===== src/rtl/pattern_scan_ctrl.sv =====
// pattern_scan_ctrl: counts 5-bit pattern hits in a 32-byte message held in data memory and writes back ctb/cto/cts
module pattern_scan_ctrl #(
  parameter int STR_BYTES = 32,
  parameter int PAT_ADDR  = 32,
  parameter int RES_ADDR  = 33,
  parameter int AW        = 8
) (
  input  logic          clk,
  input  logic          reset,
  input  logic          start,
  output logic          ack,
  output logic          busy,
  output logic [AW-1:0] dm_addr,
  input  logic [7:0]    dm_rd_data,
  output logic          dm_wr_en,
  output logic [7:0]    dm_wr_data
);
  typedef enum logic [2:0] {IDLE, RD_PAT, LD_PAT, SCAN, WR_CTB, WR_CTO, WR_CTS, DONE} state_t;
  state_t state;
  logic [4:0] pat;
  logic [3:0] prev;
  logic [7:0] ctb, cto, cts, ctb_n;
  logic [AW-1:0] idx;
  logic [11:0] win;
  logic [2:0] in_hits, x_hits;
  // win[j+:5] for j<4 are within-byte windows, j>=4 straddle the previous byte
  always_comb begin
    win = {prev, dm_rd_data};
    in_hits = '0;
    x_hits = '0;
    for (int j = 0; j < 4; j++) begin
      in_hits = in_hits + 3'(win[j+:5] == pat);
      x_hits = x_hits + 3'(win[j+4+:5] == pat && idx != '0);
    end
    ctb_n = ctb + 8'(in_hits);
  end
  always_ff @(posedge clk or posedge reset)
    if (reset) begin
      state <= IDLE;
      ack <= 1'b0;
      busy <= 1'b0;
      dm_addr <= '0;
      dm_wr_en <= 1'b0;
      dm_wr_data <= '0;
      pat <= '0;
      prev <= '0;
      ctb <= '0;
      cto <= '0;
      cts <= '0;
      idx <= '0;
    end else begin
      dm_wr_en <= 1'b0;
      case (state)
        IDLE, DONE: if (start) begin
          state <= RD_PAT;
          busy <= 1'b1;
          ack <= 1'b0;
          dm_addr <= AW'(PAT_ADDR);
          ctb <= '0;
          cto <= '0;
          cts <= '0;
          idx <= '0;
        end
        RD_PAT: begin
          state <= LD_PAT;
          dm_addr <= '0;
        end
        LD_PAT: begin
          state <= SCAN;
          pat <= dm_rd_data[4:0];
          dm_addr <= AW'(1);
        end
        SCAN: begin
          prev <= dm_rd_data[3:0];
          idx <= idx + 1'b1;
          dm_addr <= idx + AW'(2);
          ctb <= ctb_n;
          cto <= cto + 8'(in_hits != 3'd0);
          cts <= cts + 8'(in_hits) + 8'(x_hits);
          if (idx == AW'(STR_BYTES - 1)) begin
            state <= WR_CTB;
            dm_wr_en <= 1'b1;
            dm_addr <= AW'(RES_ADDR);
            dm_wr_data <= ctb_n;
          end
        end
        WR_CTB: begin
          state <= WR_CTO;
          dm_wr_en <= 1'b1;
          dm_addr <= AW'(RES_ADDR + 1);
          dm_wr_data <= cto;
        end
        WR_CTO: begin
          state <= WR_CTS;
          dm_wr_en <= 1'b1;
          dm_addr <= AW'(RES_ADDR + 2);
          dm_wr_data <= cts;
        end
        WR_CTS: begin
          state <= DONE;
          ack <= 1'b1;
          busy <= 1'b0;
        end
        default: state <= IDLE;
      endcase
    end
endmodule


===== config.mk =====
export PLATFORM = sky130hd
export DESIGN_NAME = pattern_scan_ctrl
export DESIGN_NICKNAME = d
export VERILOG_FILES = /design/src/rtl/pattern_scan_ctrl.sv
export SDC_FILE = /design/constraint.sdc
export NUM_CORES = 1
export LEC_CHECK = 0
export CAP_MARGIN = 10
export CELL_PAD_IN_SITES_DETAIL_PLACEMENT = 1
export CELL_PAD_IN_SITES_GLOBAL_PLACEMENT = 1
export CORE_MARGIN = 5
export CORE_UTILIZATION = 45
export CTS_CLUSTER_DIAMETER = 50
export DETAILED_ROUTE_END_ITERATION = 8
export DONT_BUFFER_PORTS = 1
export PLACE_DENSITY = 0.73
export SLEW_MARGIN = 20
export SYNTH_ARGS = -nofsm -noshare
export SYNTH_HDL_FRONTEND = slang
export SYNTH_SLANG_ARGS = --single-unit

===== constraint.sdc =====
create_clock -name clk -period 4.5 [get_ports clk]
set_input_delay 0.9 -clock clk [delete_from_list [all_inputs] [get_ports clk]]
set_output_delay 0.9 -clock clk [all_outputs]
set_load 0.02 [all_outputs]

### Word level (Yosys, flattened, before mapping)

Cells that the tools add are included.

* flip-flop bits (word level): 63
* output and inout bits: 19

* $add $sub $neg: 12
* equal/unequal tests: 18
* mux-type cells: 19
* reductions and logical operators: 18

Operators by type and width (number)
* 8-bit case mux with 2 select lines: 4
* 8-bit case mux with 6 select lines: 1
* 5-bit equality test: 8
* 8-bit two-way mux: 4
* 8-bit by 3-bit adder with 8-bit output: 3
* 8-bit case mux with 3 select lines: 1
* 3-bit case mux with 7 select lines: 1
* 3-bit equality test, second input constant: 4
* 2-bit AND reduction: 5
* 8-bit by 1-bit adder with 8-bit output: 1
* 8-bit by 1-bit adder with 8-bit output, second input constant: 1
* 8-bit by 2-bit adder with 8-bit output, second input constant: 1
* 8-bit by 5-bit equality test with 1-bit output, second input constant: 1
* 8-bit nonzero test: 1
* 2-bit by 1-bit adder with 3-bit output: 2
* 3-bit by 1-bit adder with 3-bit output: 2
* 3-bit by 2-bit equality test with 1-bit output, second input constant: 2
* 3-bit two-way mux: 2
* 1-bit case mux with 2 select lines: 3
* 3-bit nonzero test: 2
* 6-bit nonzero test: 1
* 1-bit by 1-bit adder with 2-bit output: 2
* 1-bit logical AND: 4
* 2-bit inequality test, second input constant: 2
* other kinds (5): 9

### Depth between registers and ports, before layout

* depth in word-level cells: 7
* depth in mapped cells: 17
* depth with buffers taken out: 16

### Worst setup path after synthesis

No wires, ideal clock.

* kind: input port to flip-flop
* from: input dm_rd_data[4]
* to: register cts[6]
* data arrival time: 4.838 ns
* slack: -0.459 ns
* cell stages on the path: 17
* path buffers: 1
* path through: buf_1 -> xnor2_1 -> nand3_1 -> nor3_1 -> fa_1 -> ha_1 -> inv_1 -> fa_1 -> fa_1 -> inv_1 -> ha_1 -> fa_1 -> a21o_1 -> a22o_1 -> o211ai_1 -> xor2_1 -> nor2_1

* word-level cells in the longest chain between the ends: 7
* elaborated cells between the ends (all ways): 15
* classes of those cells: add/sub: 8; eq/ne: 5; mux: 1; reduce/logical: 1

RTL lines
* start, declared: line 14 `input logic [7:0] dm_rd_data,`
* 5-bit equality test (on tied branches): line 32, 33
* 1-bit by 1-bit adder with 2-bit output / 1-bit logical AND (equally long branches): line 32, 33
* 2-bit by 1-bit adder with 3-bit output / 1-bit by 1-bit adder with 2-bit output (equally long branches): line 32, 33
* 3-bit by 1-bit adder with 3-bit output / 2-bit by 1-bit adder with 3-bit output (equally long branches): line 32, 33
* 8-bit by 3-bit adder with 8-bit output / 3-bit by 1-bit adder with 3-bit output (equally long branches): line 79, 33
* 8-bit by 3-bit adder with 8-bit output *: line 79 `cts <= cts + 8'(in_hits) + 8'(x_hits);`
* 8-bit case mux with 2 select lines *: line 53 `case (state)`
* end signal, assigned: line 79
* end, declared: line 22 `logic [7:0] ctb, cto, cts, ctb_n;`

Mark *: on every way between the ends. The rest lies on a longest branch, timed or not.
A chain may end at the register's enable or synchronous reset.

### Worst setup path after layout

Ends and elaborated chain as after synthesis.

==> summary.md <==
| Metric | Value |
|---|---|
| Outcome | `finished, final reports clean` |
| Ratio of cells with drive above 1 in the final layout | `10.8%` |
| Post-DP HPWL | `approximately 7400 um` |
| Number of synthesized flops with an enable pin | `0` |
| Final std cell area, no fill | `about 4500 um^2` |
| Met3 global-route usage | `under 10%` |
| Clock transition at the registers of the reported paths | `~70 ps` |
| CTS max path bufs | `2` |
| Max stage delay on crit path | `roughly 500 ps` |
| Worst slew pin tran | `approximately 990 ps` |
| Syn. warnings | `0` |
| DR iter-0 viols | `120` |
| Syn_area_per_cell | `9.11 um^2` |
| Post-CTS Resized | `0` |
| Period utilization | `a little over nine tenths` |
| CTS tree | `yes` |
| Post-Synthesis Cell Area | `4140 um^2` |
| GPL Wtd Cong | `roughly 0.85` |
| Initial antenna violation count | `0` |
| Die Wd | `106 um` |
| Max_cap viols | `0` |
| First-pass GRT wire length | `approximately 17000 um` |
| CTS Sinks | `63` |
| Nets | `between 400 and 500` |
| I/O pins | `30` |
| Layout Cells excl Fill | `approximately 560` |
| Drt wl/cell | `~19 um` |
| Synth unique cells | `49` |
| Setup Skew | `~11 ps` |
| # placed instances | `540` |
| DRC viols | `0` |
| Buffer count from post-CTS setup fixing | `0` |
| GRT overflow | `0` |
| TritonCTS buffer count | `9` |
| Internal power | `approximately 0.0015 W` |
| Met1 global-route usage | `between 20% and 30%` |
| Synth top area cells | `dfrtp_1 (38%), xor2_1 (7.8%), ha_1 (7.3%)` |
| CP cell instances | `xnor2_4 -> nand3_1 -> nor3_2 -> fa_1 -> ha_4 -> inv_1 -> fa_1 -> fa_1 -> inv_1 -> ha_2 -> fa_2 -> a21o_1 -> a22o_1 -> o211ai_1 -> xor2_1 -> nor2_1` |
| Post-synth ARST share | `100%` |
| Gr busiest metal | `met2` |
| Leak pwr | `between 2 and 2.5 nW` |
| #FFs+latches synth | `63` |
| Die ar. | `between 10000 and 15000 um^2` |
| Largest net degree at the start of global routing | `34` |
| RSZ-0062 raised after global routing | `yes` |
| DR pass1 iterations | `4` |
| Slowest-stage cell, CP | `fa_1` |
| Core area | `between 9000 and 10000 um^2` |
| Hold Path Class | `register to register` |
| Combinational Power Share | `around 44%` |
| Number of global-route vias before repair | `around 3300` |
| Final min period | `4390 ps` |
| Hold Vio Cnt, Final | `0` |
| Critical Path AT | `4590 ps` |
| Seq pwr share | `35.5%` |
| Global-route met2 utilization | `between 30% and 40%` |
| Row count | `35` |
| Setup crit start kind | `primary input` |
| Max VDD drop | `about 0.36 mV` |
| Vias per inst | `between 5 and 6` |
| Worst Path Max Fanout | `6` |
| CTS Hold Bufs | `0` |
| Worst skew pair latency | `340 ps` |
| Post-DP Area | `between 4000 and 5000 um^2` |
| Syn nets | `slightly below 500` |
| Slew Limit Headroom | `approximately a third` |
| Fin Hold WS | `~480 ps` |
| Aggregate routed wire length | `10400 um` |
| Die Ht | `106 um` |
| IO buf count | `0` |
| Via count | `between 3000 and 4000` |
| Antenna fix cells | `0` |
| Clock power share | `a little over a fifth` |
| Global-route usage over all layers | `19.4%` |
| Syn Inst Count | `between 400 and 500` |
| Slew Limit Fails | `0` |
| Most used cell, CP | `fa_1` |
| Top_reg_cell synth | `dfrtp_1` |
| Htree depth | `3` |
| Switching share of power | `about 44%` |
| FMAX | `around 0.23 GHz` |
| WS Path Type | `primary input to register` |
| Sequential area share after synthesis | `38.1%` |
| Clk root buf | `clkbuf_8` |
| Detail Route Antenna Nets | `0` |
| Final setup viols | `0` |
| Synth top area share | `a little under two fifths` |
| Worst EP required | `about 4700 ps` |
| Pwr dens | `between 600 and 700 nW/um^2` |
| Cell accounting for the most synthesized area | `dfrtp_1` |
| Starting Density | `45.4%` |
| Worst setup EP type | `register` |
| Switch Pwr | `0.00122 W` |
| Area Growth Syn to Fin | `8.29%` |
==> layout make-up <==
class                      count  area, um^2
clock buffer                  12         165
clock inverter                 3        65.1
fill                        1059        4630
inverter                      22        82.6
multi-input combinational    337        2390
sequential                    63        1580
tap                          111         139
timing repair buffer           7        52.6
==> worst max-delay path, delay by kind of cell <==
family | cells | cell delay [ps]
simple gates | 3 | 370
fa+ha+maj | 6 | 2310
compound gates | 3 | 620
buf+inv | 2 | 90
xor+xnor | 2 | 310
==> power groups by stage <==
stage          clock [W]  sequential [W]  combinational [W]
2_1_floorplan          0        0.000849            0.00102
6_report        0.000576        0.000974            0.00119
3_3_place_gp           0        0.000970            0.00112
3_5_place_dp           0        0.000974            0.00116
5_1_grt         0.000616         0.00100            0.00134
4_1_cts         0.000589        0.000963            0.00117
==> per-layer routing <==
layer	vias up	wire length, um
li1	1529	-
met1	1606	4760
met2	61	4990
met3	11	514
met4	0	132
met5	-	0
==> synth_stat cells (all sizes together) (8+ instances only) <==
master   n
ha      24
nand2   54
nand4   13
nor3    16
buf     18
clkbuf  14
a22o     8
o31ai    9
xnor2   27
dfrtp   63
nor2    26
o21ai   25
inv     22
nand3   19
xor2    37
a21oi   19
==> cell families after synthesis <==
logic type                 count (synthesis)  share of synthesized area, %
DFF                                       63                          38.1
xor gates and xnor gates                  64                          13.5
AOI/OAI and AO/OA                         91                          14.6
muxes                                      6                          1.60
and+or+nand+nor                          147                          16.7
buffers and inverters                     54                          5.81
adders and majority gates                 29                          9.68
==> placed cells by master, fill, tap and decap left out, types with 3 or more instances in the layout <==
master,netlist,routed
o21ai_0,22,22
nor3_2,1,4
buf_4,5,7
clkbuf_8,0,12
a21o_1,4,4
inv_1,22,21
nand3_1,19,19
dfrtp_2,0,4
o21a_1,3,3
fa_1,5,4
nand2_1,54,54
xor2_1,37,37
nand4_1,13,13
and2_1,3,3
ha_1,24,22
nor2_1,26,26
a22o_1,8,8
a21oi_1,19,19
xnor2_1,27,23
o31ai_1,9,9
mux2_2,5,5
nor2b_1,4,4
or3_1,3,3
dfrtp_1,63,59
xnor2_2,0,3
a22oi_1,7,7
o22ai_1,3,3
nor3_1,15,12
a31oi_1,3,3
==> sequential cells by signal, summed over array words and instances, names as in the netlist <==
register / flops
pat: 5
dm_wr_en: 1
state: 3
dm_addr: 8
ack: 1
cto: 8
idx: 8
prev: 4
ctb: 8
busy: 1
cts: 8
dm_wr_data: 8
==> path summary, 6_finish.rpt <==
check | startpoint | to | slack [ps] | depth (start not counted)
worst max-delay path | dm_rd_data[4] | cts[6] | 110 | 16
max in group asynchronous | reset | pat[2] | 3020 | 2
min in group asynchronous | reset | dm_addr[5] | 540 | 1
worst min register to register | ctb[0] | ctb[0] | 480 | 2
worst max register to register | pat[1] | cts[6] | 120 | 16
worst min-delay path | ctb[0] | ctb[0] | 480 | 2
==> stage by stage <==
| step | power (W) | TNS [ps] | worst slack [ps] | utilization (%) |
|---|---|---|---|---|
| floorplan | 0.00187 | -46.1 | -46.1 | - |
| global placement | 0.00209 | -31.9 | -31.9 | 46.0 |
| detailed placement | 0.00213 | -302 | -241 | 46.0 |
| CTS | 0.00272 | 0 | 69.4 | 48.5 |
| global route | 0.00296 | -70.1 | -70.1 | 49.2 |
| finish | 0.00274 | 0 | 105 | 49.2 |
Power figures use the tool's default switching activity.
